**src/rtl/spi_cmd_rx_pkg.sv**
```systemverilog
// -----------------------------------------------------------------------------
// spi_cmd_rx_pkg
// Shared constants and helpers for the SPI command receiver:
//   - bit positions of the flags inside the MISO status byte
//   - width of the saturated occupancy field in the status byte
//   - default command FIFO depth
//   - status_byte(): builds {overflow, frame_err, sat6(count)}
// -----------------------------------------------------------------------------
package spi_cmd_rx_pkg;

  localparam int SPI_STATUS_OVF_BIT     = 7;
  localparam int SPI_STATUS_FERR_BIT    = 6;
  localparam int SPI_STATUS_CNT_WIDTH   = 6;
  localparam int SPI_DEFAULT_FIFO_DEPTH = 16;

  // Widest occupancy value the block can produce (FIFO_DEPTH up to 256).
  localparam int SPI_CNT_EXT_WIDTH      = 9;

  // Occupancy field of the status byte saturates instead of wrapping, so a
  // host never reads a deep FIFO as nearly empty.
  function automatic logic [SPI_STATUS_CNT_WIDTH-1:0] sat_cnt(
    input logic [SPI_CNT_EXT_WIDTH-1:0] cnt
  );
    logic [SPI_STATUS_CNT_WIDTH-1:0] res;
    if (cnt > SPI_CNT_EXT_WIDTH'(63)) begin
      res = '1;
    end else begin
      res = cnt[SPI_STATUS_CNT_WIDTH-1:0];
    end
    return res;
  endfunction

  function automatic logic [7:0] status_byte(
    input logic                         ovf,
    input logic                         ferr,
    input logic [SPI_CNT_EXT_WIDTH-1:0] cnt
  );
    logic [7:0] res;
    res                                 = '0;
    res[SPI_STATUS_OVF_BIT]             = ovf;
    res[SPI_STATUS_FERR_BIT]            = ferr;
    res[SPI_STATUS_CNT_WIDTH-1:0]       = sat_cnt(cnt);
    return res;
  endfunction

endpackage

```
**src/rtl/spi_cmd_rx_byte_fifo.sv**
```systemverilog
// -----------------------------------------------------------------------------
// spi_cmd_rx_byte_fifo
// First-word-fall-through byte FIFO feeding the control unit.
//
// Ports:
//   clk, reset    system clock, synchronous active-low reset
//   i_push        push request (one cycle per byte)
//   i_push_data   byte to push
//   i_pop         pop request; ignored while empty
//   o_data        head byte, valid while o_not_empty=1 (0 when empty)
//   o_not_empty   FIFO holds at least one byte
//   o_count       occupancy, $clog2(DEPTH)+1 bits
//   o_drop        push rejected this cycle (full and no pop)
//
// Handshake: o_not_empty acts as "valid" for o_data; a cycle with i_pop=1
// and o_not_empty=1 consumes the head, and the new head/count appear on the
// next cycle. A pop while empty is a no-op. A push together with a pop is
// always accepted, even when full, because the popped slot is the one the
// push lands in.
// -----------------------------------------------------------------------------
module spi_cmd_rx_byte_fifo
  import spi_cmd_rx_pkg::*;
#(
  parameter int DEPTH = SPI_DEFAULT_FIFO_DEPTH
) (
  input  logic                     clk,
  input  logic                     reset,
  input  logic                     i_push,
  input  logic [7:0]               i_push_data,
  input  logic                     i_pop,
  output logic [7:0]               o_data,
  output logic                     o_not_empty,
  output logic [$clog2(DEPTH):0]   o_count,
  output logic                     o_drop
);

  localparam int AW = $clog2(DEPTH);

  logic [7:0]  r_mem [DEPTH];
  logic [AW:0] r_wr_ptr;
  logic [AW:0] r_rd_ptr;

  logic w_empty;
  logic w_full;
  logic w_pop;
  logic w_push;

  // Extra pointer MSB distinguishes full (MSBs differ) from empty (equal).
  assign w_empty = (r_wr_ptr == r_rd_ptr);
  assign w_full  = (r_wr_ptr[AW] != r_rd_ptr[AW]) &&
                   (r_wr_ptr[AW-1:0] == r_rd_ptr[AW-1:0]);

  assign w_pop   = i_pop && !w_empty;
  assign w_push  = i_push && (!w_full || w_pop);
  assign o_drop  = i_push && w_full && !w_pop;

  assign o_not_empty = !w_empty;
  assign o_data      = w_empty ? 8'h00 : r_mem[r_rd_ptr[AW-1:0]];
  assign o_count     = r_wr_ptr - r_rd_ptr;

  always_ff @(posedge clk) begin
    if (!reset) begin
      r_wr_ptr <= '0;
      r_rd_ptr <= '0;
    end else begin
      if (w_push) begin
        r_wr_ptr <= r_wr_ptr + 1'b1;
      end
      if (w_pop) begin
        r_rd_ptr <= r_rd_ptr + 1'b1;
      end
    end
  end

  // Storage needs no reset: o_data is forced to 0 while empty.
  always_ff @(posedge clk) begin
    if (w_push) begin
      r_mem[r_wr_ptr[AW-1:0]] <= i_push_data;
    end
  end

endmodule

```
**src/rtl/spi_cmd_rx.sv**
```systemverilog
// -----------------------------------------------------------------------------
// spi_cmd_rx
// SPI mode-0 slave byte receiver feeding a command FIFO, with a status byte
// returned on MISO so the host can throttle itself.
//
// Ports:
//   clk         system clock (>= 8x sck)
//   reset       synchronous active-low reset
//   sck, cs_n   SPI clock / chip select (asynchronous, synchronised here)
//   mosi        SPI data in, MSB first
//   miso        SPI data out, MSB first: {overflow, frame_err, sat6(count)}
//   out_byte    head-of-FIFO byte, valid while out_ready=1
//   out_ready   FIFO non-empty
//   next        single-cycle pop request
//   fifo_count  current FIFO occupancy
//   overflow    sticky: a byte was dropped on a full FIFO (read-to-clear)
//   frame_err   sticky: cs_n rose mid-byte (read-to-clear)
// Flags clear when the status byte is captured at the start of a frame.
// -----------------------------------------------------------------------------
module spi_cmd_rx
  import spi_cmd_rx_pkg::*;
#(
  parameter int FIFO_DEPTH  = SPI_DEFAULT_FIFO_DEPTH,
  parameter int SYNC_STAGES = 2
) (
  input  logic                          clk,
  input  logic                          reset,
  input  logic                          sck,
  input  logic                          cs_n,
  input  logic                          mosi,
  output logic                          miso,
  output logic [7:0]                    out_byte,
  output logic                          out_ready,
  input  logic                          next,
  output logic [$clog2(FIFO_DEPTH):0]   fifo_count,
  output logic                          overflow,
  output logic                          frame_err
);

  localparam int CW = $clog2(FIFO_DEPTH) + 1;

  logic [SYNC_STAGES-1:0] r_sck_sync;
  logic [SYNC_STAGES-1:0] r_cs_sync;
  logic [SYNC_STAGES-1:0] r_mosi_sync;
  logic                   r_sck_prev;
  logic                   r_cs_prev;
  logic [SYNC_STAGES:0]   r_warm;
  logic                   r_armed;
  logic [6:0]             r_rx_shift;
  logic [2:0]             r_bit_cnt;
  logic [7:0]             r_tx_shift;
  logic                   r_overflow;
  logic                   r_frame_err;

  logic                   w_sck_s;
  logic                   w_cs_s;
  logic                   w_mosi_s;
  logic                   w_live;
  logic                   w_sck_rise;
  logic                   w_sck_fall;
  logic                   w_cs_fall;
  logic                   w_cs_rise;
  logic                   w_rx_bit;
  logic                   w_push;
  logic [7:0]             w_push_data;
  logic                   w_drop;
  logic                   w_frame_evt;
  logic [CW-1:0]          w_fifo_count;
  logic [7:0]             w_status;

  assign w_sck_s  = r_sck_sync[SYNC_STAGES-1];
  assign w_cs_s   = r_cs_sync[SYNC_STAGES-1];
  assign w_mosi_s = r_mosi_sync[SYNC_STAGES-1];

  // After reset the synchronisers hold preset idle values that may not
  // match the pins; edges are ignored until the preset values have been
  // flushed, so a cs_n already low at reset release never looks like a
  // fresh frame start.
  assign w_live     = r_warm[SYNC_STAGES];

  assign w_sck_rise = w_live &&  w_sck_s && !r_sck_prev;
  assign w_sck_fall = w_live && !w_sck_s &&  r_sck_prev;
  assign w_cs_fall  = w_live && !w_cs_s  &&  r_cs_prev;
  assign w_cs_rise  = w_live &&  w_cs_s  && !r_cs_prev;

  // Bits only count inside a frame that began after the last reset.
  assign w_rx_bit    = w_sck_rise && !w_cs_s && r_armed && !w_cs_fall;
  assign w_push      = w_rx_bit && (r_bit_cnt == 3'd7);
  assign w_push_data = {r_rx_shift, w_mosi_s};
  assign w_frame_evt = w_cs_rise && (r_bit_cnt != 3'd0);

  assign w_status = status_byte(r_overflow, r_frame_err,
                                SPI_CNT_EXT_WIDTH'(w_fifo_count));

  assign miso       = r_tx_shift[7] && !w_cs_s;
  assign overflow   = r_overflow;
  assign frame_err  = r_frame_err;
  assign fifo_count = w_fifo_count;

  always_ff @(posedge clk) begin
    if (!reset) begin
      r_sck_sync  <= '0;
      r_cs_sync   <= '1;
      r_mosi_sync <= '0;
      r_sck_prev  <= 1'b0;
      r_cs_prev   <= 1'b1;
      r_warm      <= '0;
      r_armed     <= 1'b0;
      r_rx_shift  <= '0;
      r_bit_cnt   <= '0;
      r_tx_shift  <= '0;
      r_overflow  <= 1'b0;
      r_frame_err <= 1'b0;
    end else begin
      r_sck_sync  <= {r_sck_sync[SYNC_STAGES-2:0], sck};
      r_cs_sync   <= {r_cs_sync[SYNC_STAGES-2:0], cs_n};
      r_mosi_sync <= {r_mosi_sync[SYNC_STAGES-2:0], mosi};
      r_sck_prev  <= w_sck_s;
      r_cs_prev   <= w_cs_s;
      r_warm      <= {r_warm[SYNC_STAGES-1:0], 1'b1};

      // Receive path; frame boundaries take priority over data bits.
      if (w_cs_fall) begin
        r_armed   <= 1'b1;
        r_bit_cnt <= '0;
      end else if (w_cs_rise) begin
        r_bit_cnt <= '0;
      end else if (w_rx_bit) begin
        r_rx_shift <= {r_rx_shift[5:0], w_mosi_s};
        r_bit_cnt  <= r_bit_cnt + 3'd1;
      end

      // Status shifter: captured at frame start, then one bit per sck fall;
      // zeros fill in behind so later bytes of the frame read as 0.
      if (w_cs_fall) begin
        r_tx_shift <= w_status;
      end else if (w_sck_fall && !w_cs_s) begin
        r_tx_shift <= {r_tx_shift[6:0], 1'b0};
      end

      // Read-to-clear at frame start, but an event in that same cycle wins.
      r_overflow  <= (w_cs_fall ? 1'b0 : r_overflow)  || w_drop;
      r_frame_err <= (w_cs_fall ? 1'b0 : r_frame_err) || w_frame_evt;
    end
  end

  spi_cmd_rx_byte_fifo #(
    .DEPTH (FIFO_DEPTH)
  ) u_fifo (
    .clk         (clk),
    .reset       (reset),
    .i_push      (w_push),
    .i_push_data (w_push_data),
    .i_pop       (next),
    .o_data      (out_byte),
    .o_not_empty (out_ready),
    .o_count     (w_fifo_count),
    .o_drop      (w_drop)
  );

endmodule

```
**config.mk**
```make
export PLATFORM = sky130hd
export DESIGN_NAME = spi_cmd_rx
export DESIGN_NICKNAME = d
export VERILOG_FILES = /design/src/rtl/spi_cmd_rx_pkg.sv /design/src/rtl/spi_cmd_rx_byte_fifo.sv /design/src/rtl/spi_cmd_rx.sv
export SDC_FILE = /design/constraint.sdc
export NUM_CORES = 1
export LEC_CHECK = 0
export ABC_CLOCK_PERIOD_IN_PS = 2200
export BUFFER_PORTS_ARGS = -buffer_cell sky130_fd_sc_hd__buf_4
export CAP_MARGIN = 15
export CORE_AREA = 2 2 123 113
export DETAILED_ROUTE_END_ITERATION = 7
export DIE_AREA = 0 0 125 115
export GPL_TIMING_DRIVEN = 0
export MAX_ROUTING_LAYER = met4
export PLACE_DENSITY = 0.74
export SYNTH_ARGS = -nofsm -noshare
export SYNTH_HDL_FRONTEND = slang
export SYNTH_HIERARCHICAL = 1
export SYNTH_SLANG_ARGS = --single-unit
```
**constraint.sdc**
```tcl
create_clock -name clk -period 2.2 [get_ports clk]
set_input_delay 0.33 -clock clk [delete_from_list [all_inputs] [get_ports clk]]
set_output_delay 0.33 -clock clk [all_outputs]
set_load 0.01 [all_outputs]
```
## Word-level counts from Yosys, hierarchy flattened

Memories as Yosys holds them, arrays and structs flattened. A register that Yosys moved wholly into a read port is not among the register bits.
Cells that the tools add are included.

- Add/subtract/negate cells: 4
- Equal/unequal tests: 4
- Muxes and demuxes: 10
- Shifts and indexed selects: 0
- Div/mod/pow operators: 0
- Reductions and logical operators: 36
- $mul: 0
- $lt $le $gt $ge: 0
- Bitwise gates (word level): 3

Operator list:

| kind | count |
|---|---|
| $mux W8 | 3 |
| $logic_and A1 B1 Y1 | 20 |
| $add A5 B1 Y5 const B | 2 |
| $logic_not A1 Y1 | 8 |
| $mux W4 | 2 |
| $eq A5 B5 Y1 | 1 |
| $mux W1 | 5 |
| $sub A5 B5 Y5 | 1 |
| $eq A4 B4 Y1 | 1 |
| $add A3 B1 Y3 const B | 1 |
| $eq A3 B3 Y1 const B | 1 |
| $logic_or A1 B1 Y1 | 3 |
| $not A1 Y1 | 3 |
| $reduce_and A3 Y1 | 1 |
| $reduce_bool A3 Y1 | 1 |
| $reduce_or A3 Y1 | 1 |
| $reduce_bool A2 Y1 | 1 |
| $reduce_or A2 Y1 | 1 |
| $ne A1 B1 Y1 | 1 |

- Logic and storage cells: 74
- Output and inout bits: 17
- Memories: 1
- Input port bits: 6
- Bits in registers: 42
- Bits in writable memories: 128
- Memory bits (read-only): 0
- Latch bits: 0

Memory list:

| name | depth | bits a word | rd ports | clocked after Yosys merged registers in | write ports | RTL line | text |
|---|---|---|---|---|---|---|---|
| u_fifo.r_mem | 16 | 8 | 1 | 1 | 1 | spi_cmd_rx_byte_fifo.sv:39 | `logic [7:0] r_mem [DEPTH];` |

## Depth between registers and ports, before layout

Gate-level depths: netlist of the first run.

- Depth after elaboration: 9
- Mapped depth: 9

## Hierarchy

Netlist of the first run, hierarchy kept.

By module, submodules not included:

| module | area each (µm²) | cells each | times used |
|---|---|---|---|
| spi_cmd_rx_byte_fifo | 5856.9 | 304 | 1 |
| spi_cmd_rx | 1227.4 | 129 | 1 |

## Worst setup path before layout of the first run

Ideal clock, no wire load.

- Kind: reg-to-reg
- Start: register r_cs_sync[1]
- End: memory u_fifo.r_mem[10][0] (enable)
- Cell stages (with the launch flop): 8
- Setup slack: -0.101 ns
- Setup time: 0.332 ns
- Arrival: 1.970 ns
- Data required time: 1.868 ns
- Cells stage by stage: dfxtp_1 or3b_4 nor3_4 buf_6 and2_2 o31a_1 clkbuf_1 and3_1

- Cells in the longest elaborated chain, start to end: 9
- Elaborated cells between the ends (all ways): 11

Ends and longest elaborated chain:

| item | RTL line | text |
|---|---|---|
| from (decl) | spi_cmd_rx.sv:43 | `logic [SYNC_STAGES-1:0] r_cs_sync;` |
| from (signal assigned) | spi_cmd_rx.sv:116 | `r_cs_sync <= {r_cs_sync[SYNC_STAGES-2:0], cs_n};` |
| $logic_not A1 Y1 * | spi_cmd_rx.sv:83, spi_cmd_rx.sv:87 |  |
| $logic_and A1 B1 Y1 (2 in series) | spi_cmd_rx.sv:83 | `assign w_cs_fall = w_live && !w_cs_s && r_cs_prev;` |
| $logic_not A1 Y1 | spi_cmd_rx.sv:87 | `assign w_rx_bit = w_sck_rise && !w_cs_s && r_armed && !w_cs_fall;` |
| $logic_and A1 B1 Y1 * | spi_cmd_rx.sv:87 |  |
| $logic_and A1 B1 Y1 * | spi_cmd_rx.sv:88 | `assign w_push = w_rx_bit && (r_bit_cnt == 3'd7);` |
| via w_push | spi_cmd_rx.sv:64 | `logic w_push;` |
| $logic_and A1 B1 Y1 * | spi_cmd_rx_byte_fifo.sv:54 | `assign w_push = i_push && (!w_full \|\| w_pop);` |
| $mux W1 * | spi_cmd_rx_byte_fifo.sv:77 | `if (w_push) begin` |
| $mux W1 (implied by the code) * | spi_cmd_rx_byte_fifo.sv:78 | `r_mem[r_wr_ptr[AW-1:0]] <= i_push_data;` |
| to (decl) | spi_cmd_rx_byte_fifo.sv:39 |  |

Mark *: on every way through the listed nets, which the timed path passes. The rest lies on a longest branch.

==> results.toml, run 1 <==
[placed_design]
gp_congestion = 0.833
io_buffers = 21
dpl.hpwl_mm = 8.90
pre_cts_slack_ns = -0.442

[status]
violations = "negative setup slack"
status = "finished, violations left"

[timing]
fin_crit_sh_pct = 115
final_max_slew_viol_count = 0
hold_violations = 0
tns_ns = -2.47
fmax_mhz = 395
fin_ws_ns = -0.335
slew_headroom_pct = 54.8
skew_ns = 0.00752
setup_viol = 9
min_period_ns = 2.53
tightest_slew_ns = 0.677
rsz0062_at_grt = "true"

[global_route]
grt_overflow = 0
grt_max_degree = 19
grt_pass1_vias = 4013
grt_pass1_wl_mm = 22.1
track_usage_pct = 21.4
antenna_found_initial = 0

[logic_synthesis]
ys_top_cells_by_area = "edfxtp_1, dfxtp_1, mux4_2, mux2i_1, mux4_1"
synth_top_family_by_area = "multiplexers"
synth_top_cell_by_area = "edfxtp_1"
synth_edf_count = 128
synth_fa_ha_area_share_pct = 2.40
yosysSeqAreaShare_pct = 67.3
synth.distinct_cells = 50
synth_top_area_share_pct = 54.3
synth_ff_type = "edfxtp_1"
ys.warnings.count = 6
ys_seq_elements = 174
async_reset_ff_share_pct = 0
avgSynthCellArea_um2 = 16.4
synth_mux_area_share_pct = 14.3
synth.cell_area_um2 = 7080
syn_inst = 433
synth.net_count = 452
synth_simple_gate_area_share_pct = 7.72
synth-compound-area-share_pct = 3.90
synth_xor_xnor_area_share_pct = 1.71

[worst_setup_path]
crit_slowest_cell = "mux4_2"
path_cells = "buf_8 -> buf_16 -> mux4_2 -> mux2_4 -> o21ai_2 -> a21oi_2 -> buf_4"
cp.required_ns = 1.87
endpoint_kind = "output pin"
crit_type = "register to output pin"
rr_worst_depth = 6
startpoint_type = "register"
cp_max_fo = 5
slowest_delay_ns = 0.52
cp.arrival_ns = 2.20

[floorplan]
io_pins = 23
start_util_pct = 54.0
die_w_um = 125
core_um2 = 13100
dieHeight_um = 115
rows = 40
die-area_um2 = 14400

[final_layout]
syn_to_final_growth_pct = 19.0
regArea_um2 = 4780
nNetsFinal = 513
multi_input_area_um2 = 2330
drive_gt1_share_pct = 34.9
antennaDiodeCount = 0
fillers = 911

[clocking]
numCtsBuffers = 17
clockRootBuffer = "clkbuf_16"
cts.clk_slew.worst_paths_ns = 0.06
insertion_delay_ns = 0.42
cts.sinks = 174
cts_tree = "yes"
htreeDepth = 4
cts_max_path_buffers = 2

[hold_path]
hp-class = "primary input to register"
whs_path_depth = 2

[drt]
ant_nets = 0
drt_wl_total_mm = 14.3
via_count = 3912
routed_via_density = 5.80
drc = 0
wl_per_cell_um = 21.1
dr.pass1.iters = 5
drt_iter0_drc = 338

[power_and_ir_drop]
powerDensity_nw_per_um2 = 746
vdd_drop_max_mv = 0.588
cellLeakagePower_nw = 2.80

[job]
max_cap_violations = 0
[per-stage QoR]
stage                     total power [mW]  hold slack (ns)  utilization, %  std cells  area (um2)
after floorplan                       3.58            0.358               -        433        7100
final                                 6.29           0.0931            64.3        675        8430
after global routing                  6.46           0.0828            64.3        675        8430
after detailed placement              3.60            0.415            57.0        622        7470
after global placement                3.60            0.392            57.0        622        7470
after CTS                             6.33           0.0775            63.4        674        8310
[critical path: cells and delay by family (launching register included)]
kind,cells,cell delay (ns)
buffers and inverters,3,0.42
DFF,1,0.33
AOI/OAI and AO/OA,2,0.21
muxes,2,0.81
[kinds of logic after synthesis]
kind of cell / Yosys count
AOI/OAI and AO/OA: 45
xor gates and xnor gates: 13
adders and majority gates: 13
buffers and inverters: 33
DFF: 174
muxes: 58
and+or+nand+nor: 97
[placed cells by master, fill, tap and decap left out, types with 11 or more instances in the layout]
cell / instances
a21oi_1: 11
and2_1: 15
and3_4: 11
buf_4: 46
clkbuf_16: 17
dfxtp_1: 36
edfxtp_1: 128
inv_1: 11
mux2i_1: 17
mux4_2: 32
nand2_1: 21
nor2_1: 17
[timing repair]
action                     in CTS  in global routing
buffers inserted               19                  5
hold buffers                    0                  0
gates resized for setup        62                 23
pin swaps                       9                  7
setup endpoints to repair     142                141
cloned                          1                  0
hold endpoints to repair        0                  0
[per-layer routing]
metal  vias up  track usage, %  part of all wire, %
met1      2018            26.7                   43
met5         -               -                    0
met3        14            5.03                  4.1
li1       1781               -                    -
met2        99            35.6                   51
met4         0            6.59                  1.1
[synth_stat cells, drive strengths merged, types with 2 or more instances]
master  number
and4b        4
mux4        32
nand2       22
a41oi        4
nor2b        4
nand2b       4
and3        13
mux2i       18
a21o         2
nand3        6
xnor2        9
and2        16
inv         13
buf         13
ha          12
nand4        3
a221oi       2
o21ai       14
a21oi       15
nor2        17
xor2         4
clkbuf       7
dfxtp       46
edfxtp     128
mux2         8
a21boi       2
[layout make-up]
type,count,area share [%]
repair buffers,43,4.07
clock buffers,18,5.09
inverters,13,0.579
flip-flops and latches,174,56.7
well taps,168,2.49
clock inverters,14,1.38
plain buffers,19,2.05
multi-input cells,226,27.7
[state kept, by name, summed over array words and instances, names as in the netlist, named ones only]
register,count
r_tx_shift,8
u_fifo/r_mem,128
r_cs_sync,2
u_fifo/r_rd_ptr,5
u_fifo/r_wr_ptr,5
r_sck_prev,1
r_warm,3
r_mosi_sync,2
overflow,1
r_cs_prev,1
r_armed,1
r_rx_shift,7
r_bit_cnt,3
r_sck_sync,2
frame_err,1
[worst paths after layout]
path / from / endpoint / slack [ns]
min reg2reg: r_cs_sync[0]$_SDFF_PN1_ / r_cs_sync[1]$_SDFF_PN1_ / 0.42
max reg2reg: r_warm[2]$_SDFF_PN0_ / u_fifo/r_mem[5][5]$_DFFE_PP_ / 0.01
max: register / out_byte[2] / -0.33
min: cs_n / r_cs_sync[0]$_SDFF_PN1_ / 0.09
[power breakdown]
group / internal (mW) / switching [mW]
registers: 3.49 / 0.00803
clock network: 1.55 / 1.20
logic: 0.0152 / 0.0239
Note: power is estimated with default switching activity, not from simulation.
==> run 2, diff against run 1 <==
- ABC_CLOCK_PERIOD_IN_PS: 2200 -> 2600
- CORE_AREA: 2 2 123 113 -> 2 2 118 109
- DIE_AREA: 0 0 125 115 -> 0 0 120 111
- PLACE_DENSITY: 0.74 -> 0.76
- clock period: 2.2 -> 2.6 ns (I/O delays scaled with it)
==> run 2 against run 1 <==
The flow now finishes without violations. Clock power shrank 4%. Utilization grew 3.6 points. First-iteration DRC count grew 22%. Power shrank 11%. Die area shrank 7.3%. Sequential share of layout area grew 0.67 points. Largest cell class unchanged. Largest power group unchanged.
==> results.toml, run 2 (same netlist as run 1, synthesis figures left out) <==
[timing]
skew_ns = 0.00621
rsz0062_at_grt = "true"
tns_ns = 0
hold_violations = 0
setup_viol = 0
slew_headroom_pct = 51.3
final_max_slew_viol_count = 0
fmax_mhz = 386
min_period_ns = 2.59
tightest_slew_ns = 0.730
fin_crit_sh_pct = 99.7

[global_route]
antenna_found_initial = 0
grt_pass1_vias = 4004
grt_overflow = 0
track_usage_pct = 23.2
grt_pass1_wl_mm = 22.0
grt_max_degree = 19

[hold_path]
whs_path_depth = 2
hold_path.startpoint = "cs_n"
hp-class = "primary input to register"
hold-path-endpoint = "r_cs_sync[0]$_SDFF_PN1_"

[placed_design]
io_buffers = 21
dpl.hpwl_mm = 8.66
gp_congestion = 0.808
dp_cells = 618
dpl_cell_area_um2 = 7450

[worst_setup_path]
rr_worst_depth = 7
endpoint_kind = "output pin"
crit_type = "register to output pin"
cp_max_fo = 6
startpoint_type = "register"
r2r_end = "u_fifo/r_mem[2][5]$_DFFE_PP_"
cp.arrival_ns = 2.20
cp.required_ns = 2.21
reg2reg_slack_ns = 0.12
reg2reg_from = "r_cs_sync[1]$_SDFF_PN1_"

[final_layout]
mostFrequentLayoutCell = "edfxtp_1"
antennaDiodeCount = 0
design_area_um2 = 8320
syn_to_final_growth_pct = 17.5
drive_gt1_share_pct = 31.2
largest_register_ffs = 128
final_cell_mix = "edfxtp_1, dfxtp_1, buf_4, mux4_2, clkbuf_16"
nNetsFinal = 503
fin_cells = 661

[floorplan]
die_w_um = 120
core_um2 = 12200
dieHeight_um = 111
die-area_um2 = 13300
rows = 39
start_util_pct = 57.8
io_pins = 23

[power_and_ir_drop]
intPower_mw = 4.57
vdd_drop_max_mv = 0.528
pwr-share-clk_pct = 46.9
p_comb_share_pct = 0.6
cellLeakagePower_nw = 2.79
powerDensity_nw_per_um2 = 676
switching_share_pct = 18.7
p_switching_mw = 1.05
seqPwrFrac_pct = 52.6

[drt]
dr.pass1.iters = 4
wl_per_cell_um = 21.2
via_count = 3899
drt_wl_total_mm = 14.0
routed_via_density = 5.90
drc = 0
ant_nets = 0
drt_iter0_drc = 411

[clocking]
numCtsBuffers = 17
cts_max_path_buffers = 2
clockRootBuffer = "clkbuf_16"
cts_tree = "yes"
cts.clk_slew.worst_paths_ns = 0.06
insertion_delay_ns = 0.43
htreeDepth = 4
cts.sinks = 174

[job]
max_cap_violations = 0

[status]
status = "finished, final reports clean"
-- run 2: cell count changes in the layout (fill, tap and decap cells not counted), moves of 3 or more --
cell       change
dfxtp_1        +3
ha_4           -4
inv_6          -3
inv_4          +4
ha_1           +4
clkinv_1       -4
clkbuf_16      +5
buf_4         -11
-- run 2: power by group through the flow --
stage | Sequential, mW | Combinational (mW) | Clock, mW
2_1_floorplan | 3.01 | 0.0186 | 0
3_3_place_gp | 3.02 | 0.0303 | 0
3_5_place_dp | 3.02 | 0.0313 | 0
4_1_cts | 2.96 | 0.0320 | 2.67
5_1_grt | 2.96 | 0.0352 | 2.78
6_report | 2.96 | 0.0313 | 2.64
-- run 2: worst max-delay path: stages, from the launching register on --
cell     delay [ns]
dfxtp_2        0.33
buf_8          0.14
buf_4          0.12
mux4_2         0.51
mux2_2         0.29
o21ai_1        0.15
a21oi_1        0.08
buf_4          0.16
-- run 2: area by class of cell --
type | count | area [um2]
clock inverter | 9 | 85.1
timing repair buffer | 32 | 260
inverter | 13 | 48.8
fill | 808 | 3930
tap | 164 | 205
clock buffer | 23 | 554
buffer | 19 | 159
sequential | 174 | 4770
multi-input combinational | 227 | 2240
-- run 2: stage by stage --
step                setup WS (ns)  utilization, %  power, mW  hold WS (ns)
finish                    0.00883            67.9       5.63         0.155
global route              -0.0710            67.9       5.77         0.151
CTS                       -0.0233            66.9       5.66         0.148
detailed placement         -0.229            60.8       3.05         0.418
global placement           -0.123            60.8       3.05         0.393
floorplan                   0.299               -       3.03         0.386
-- run 2: routing by layer --
metal | GRT usage, % | share of wire (%) | vias up
met3 | 4.99 | 6.8 | 18
met5 | - | 0 | -
li1 | - | - | 1760
met4 | 9.41 | 1.5 | 0
met1 | 31.3 | 43 | 1989
met2 | 34.7 | 49 | 132
-- run 2: worst max-delay path by stage --
stage	start	endpoint	slack, ns	cells after the start
2_1_floorplan	r_cs_sync[1]$_SDFF_PN1_	u_fifo/r_mem[10][0]$_DFFE_PP_	0.30	7
3_3_place_gp	r_cs_sync[1]$_SDFF_PN1_	u_fifo/r_mem[2][6]$_DFFE_PP_	-0.12	7
3_5_place_dp	r_warm[2]$_SDFF_PN0_	u_fifo/r_mem[10][3]$_DFFE_PP_	-0.23	7
4_1_cts	register	out_byte[3]	-0.02	7
5_1_grt	register	out_byte[0]	-0.07	7
6_report	register	out_byte[0]	0.009	7
-- run 2: repair_timing --
| item | in CTS | in global routing |
|---|---|---|
| hold endpoints to repair | 0 | 0 |
| setup endpoints to repair | 129 | 138 |
| gates resized for setup | 37 | 36 |
| hold buffers | 0 | 0 |
| gates cloned | 1 | 1 |
| buffers inserted | 5 | 5 |
| pin swaps | 1 | 5 |
==> run 3, diff against run 2 <==
- ABC_CLOCK_PERIOD_IN_PS: 2600 -> 3000
- clock period: 2.6 -> 3 ns (I/O delays scaled with it)
==> run 3 against run 2 <==
Hold slack better by 0.058 ns. Power is 13% lower. Worst setup slack better by 0.12 ns. Largest power group unchanged. Highest routed layer unchanged.
==> results.toml, run 3 (same netlist as run 1, synthesis figures left out) <==
[status]
status = "finished, final reports clean"

[power_and_ir_drop]
vdd_drop_max_mv = 0.457
powerDensity_nw_per_um2 = 602
cellLeakagePower_nw = 2.73

[final_layout]
multi_input_area_um2 = 2130
largest_register_ffs = 128
nNetsFinal = 492
final_cell_mix = "edfxtp_1, dfxtp_1, mux4_2"
syn_to_final_growth_pct = 14.3
fin_cells = 650
regArea_um2 = 4770
fillers = 839
antennaDiodeCount = 0
final_util_pct = 66.1
drive_gt1_share_pct = 22.6
mostFrequentLayoutCell = "edfxtp_1"

[worst_setup_path]
reg2reg_slack_ns = 0.14
crit_type = "register to output pin"
endpoint_kind = "output pin"
cp.arrival_ns = 2.42
startpoint_type = "register"
cp.required_ns = 2.55
cp_max_fo = 10

[drt]
drc = 0
routed_via_density = 5.94
dr.pass1.iters = 5
wl_per_cell_um = 20.7
ant_nets = 0
via_count = 3861
drt_iter0_drc = 451
drt_wl_total_mm = 13.4

[floorplan]
dieHeight_um = 111
start_util_pct = 57.8
die_w_um = 120
io_pins = 23
die-area_um2 = 13300
core_um2 = 12200
rows = 39

[global_route]
grt_max_degree = 19
antenna_found_initial = 0
track_usage_pct = 22.9
grt_pass1_wl_mm = 21.7
grt_pass1_vias = 3975
grt_overflow = 0

[timing]
setup_viol = 0
fin_ws_ns = 0.125
final_max_slew_viol_count = 0
min_period_ns = 2.87
tightest_slew_ns = 0.717
hold_violations = 0
rsz0062_at_grt = "false"
tns_ns = 0
skew_ns = 0.00546
slew_headroom_pct = 52.1
fin_crit_sh_pct = 95.8
fmax_mhz = 348

[clocking]
htreeDepth = 4
numCtsBuffers = 17
insertion_delay_ns = 0.43
clockRootBuffer = "clkbuf_16"
cts.sinks = 174
cts_hold_buf = 0
cts_tree = "yes"
cts.clk_slew.worst_paths_ns = 0.06
cts_max_path_buffers = 2

[placed_design]
gp_congestion = 0.808
io_buffers = 21
pre_cts_slack_ns = 0.171
dpl.hpwl_mm = 8.66
dp_cells = 618

[hold_path]
hp-class = "primary input to register"

[job]
max_cap_violations = 0
==> run 3: cell count changes in the layout (fill, tap and decap cells not counted), moves of 4 or more <==
cell and delta:
buf_4 -13, and3_4 -9, and3_1 +6, dfxtp_1 +6
dfxtp_2 -6, mux2_2 +6, mux2_4 -6, mux4_1 +6
mux4_2 -6, o21ai_2 -5, and4b_1 +4, and4b_4 -4
buf_2 +4
==> run 3: worst paths after layout <==
check | startpoint | to | depth (start not counted)
min reg2reg | r_cs_sync[0]$_SDFF_PN1_ | r_cs_sync[1]$_SDFF_PN1_ | 1
min | cs_n | r_cs_sync[0]$_SDFF_PN1_ | 2
max reg2reg | r_warm[2]$_SDFF_PN0_ | u_fifo/r_mem[12][0]$_DFFE_PP_ | 7
max | u_fifo/r_wr_ptr[3]$_SDFFE_PN0P_ | out_byte[1] | 6
==> run 3: report_power, final <==
part	switching [mW]	internal [mW]	total, mW
logic	0.0166	0.0105	0.0271
registers	0.00662	2.56	2.56
clock network	0.885	1.40	2.28
==> run 3: what timing repair did <==
item / CTS / global route
endpoints found under the setup margin: 0 / 36
buffers inserted: 0 / 0
resized for setup: 0 / 6
==> run 3: metrics by stage <==
step	hold WS, ns	power (mW)	cell area (um2)
floorplan	0.386	2.63	7080
global placement	0.393	2.64	7450
detailed placement	0.418	2.64	7450
CTS	0.208	4.91	8090
global route	0.210	5.00	8090
finish	0.214	4.87	8090
==> run 3: cell type report <==
class | count | area share, %
Buffer | 20 | 1.76
Sequential cell | 174 | 58.9
Timing Repair Buffer | 21 | 1.95
Inverter | 13 | 0.603
Clock buffer | 23 | 6.85
Multi-Input combinational cell | 226 | 26.4
Tap cell | 164 | 2.54
Clock inverter | 9 | 1.05
==> run 3: routing by layer <==
layer	wire, um	vias to the layer above	track usage [%]
met4	238	0	8.63
met5	0	-	-
li1	-	1744	-
met3	692	24	5.50
met2	6570	121	34.3
met1	5940	1972	30.8
==> run 3: critical path, cell delays in order, from the launching register on <==
cell     delay (ns)
dfxtp_1        0.54
ha_1           0.34
and4_1         0.26
nand2_1        0.32
o21ai_0        0.17
a21oi_1        0.21
buf_4          0.16
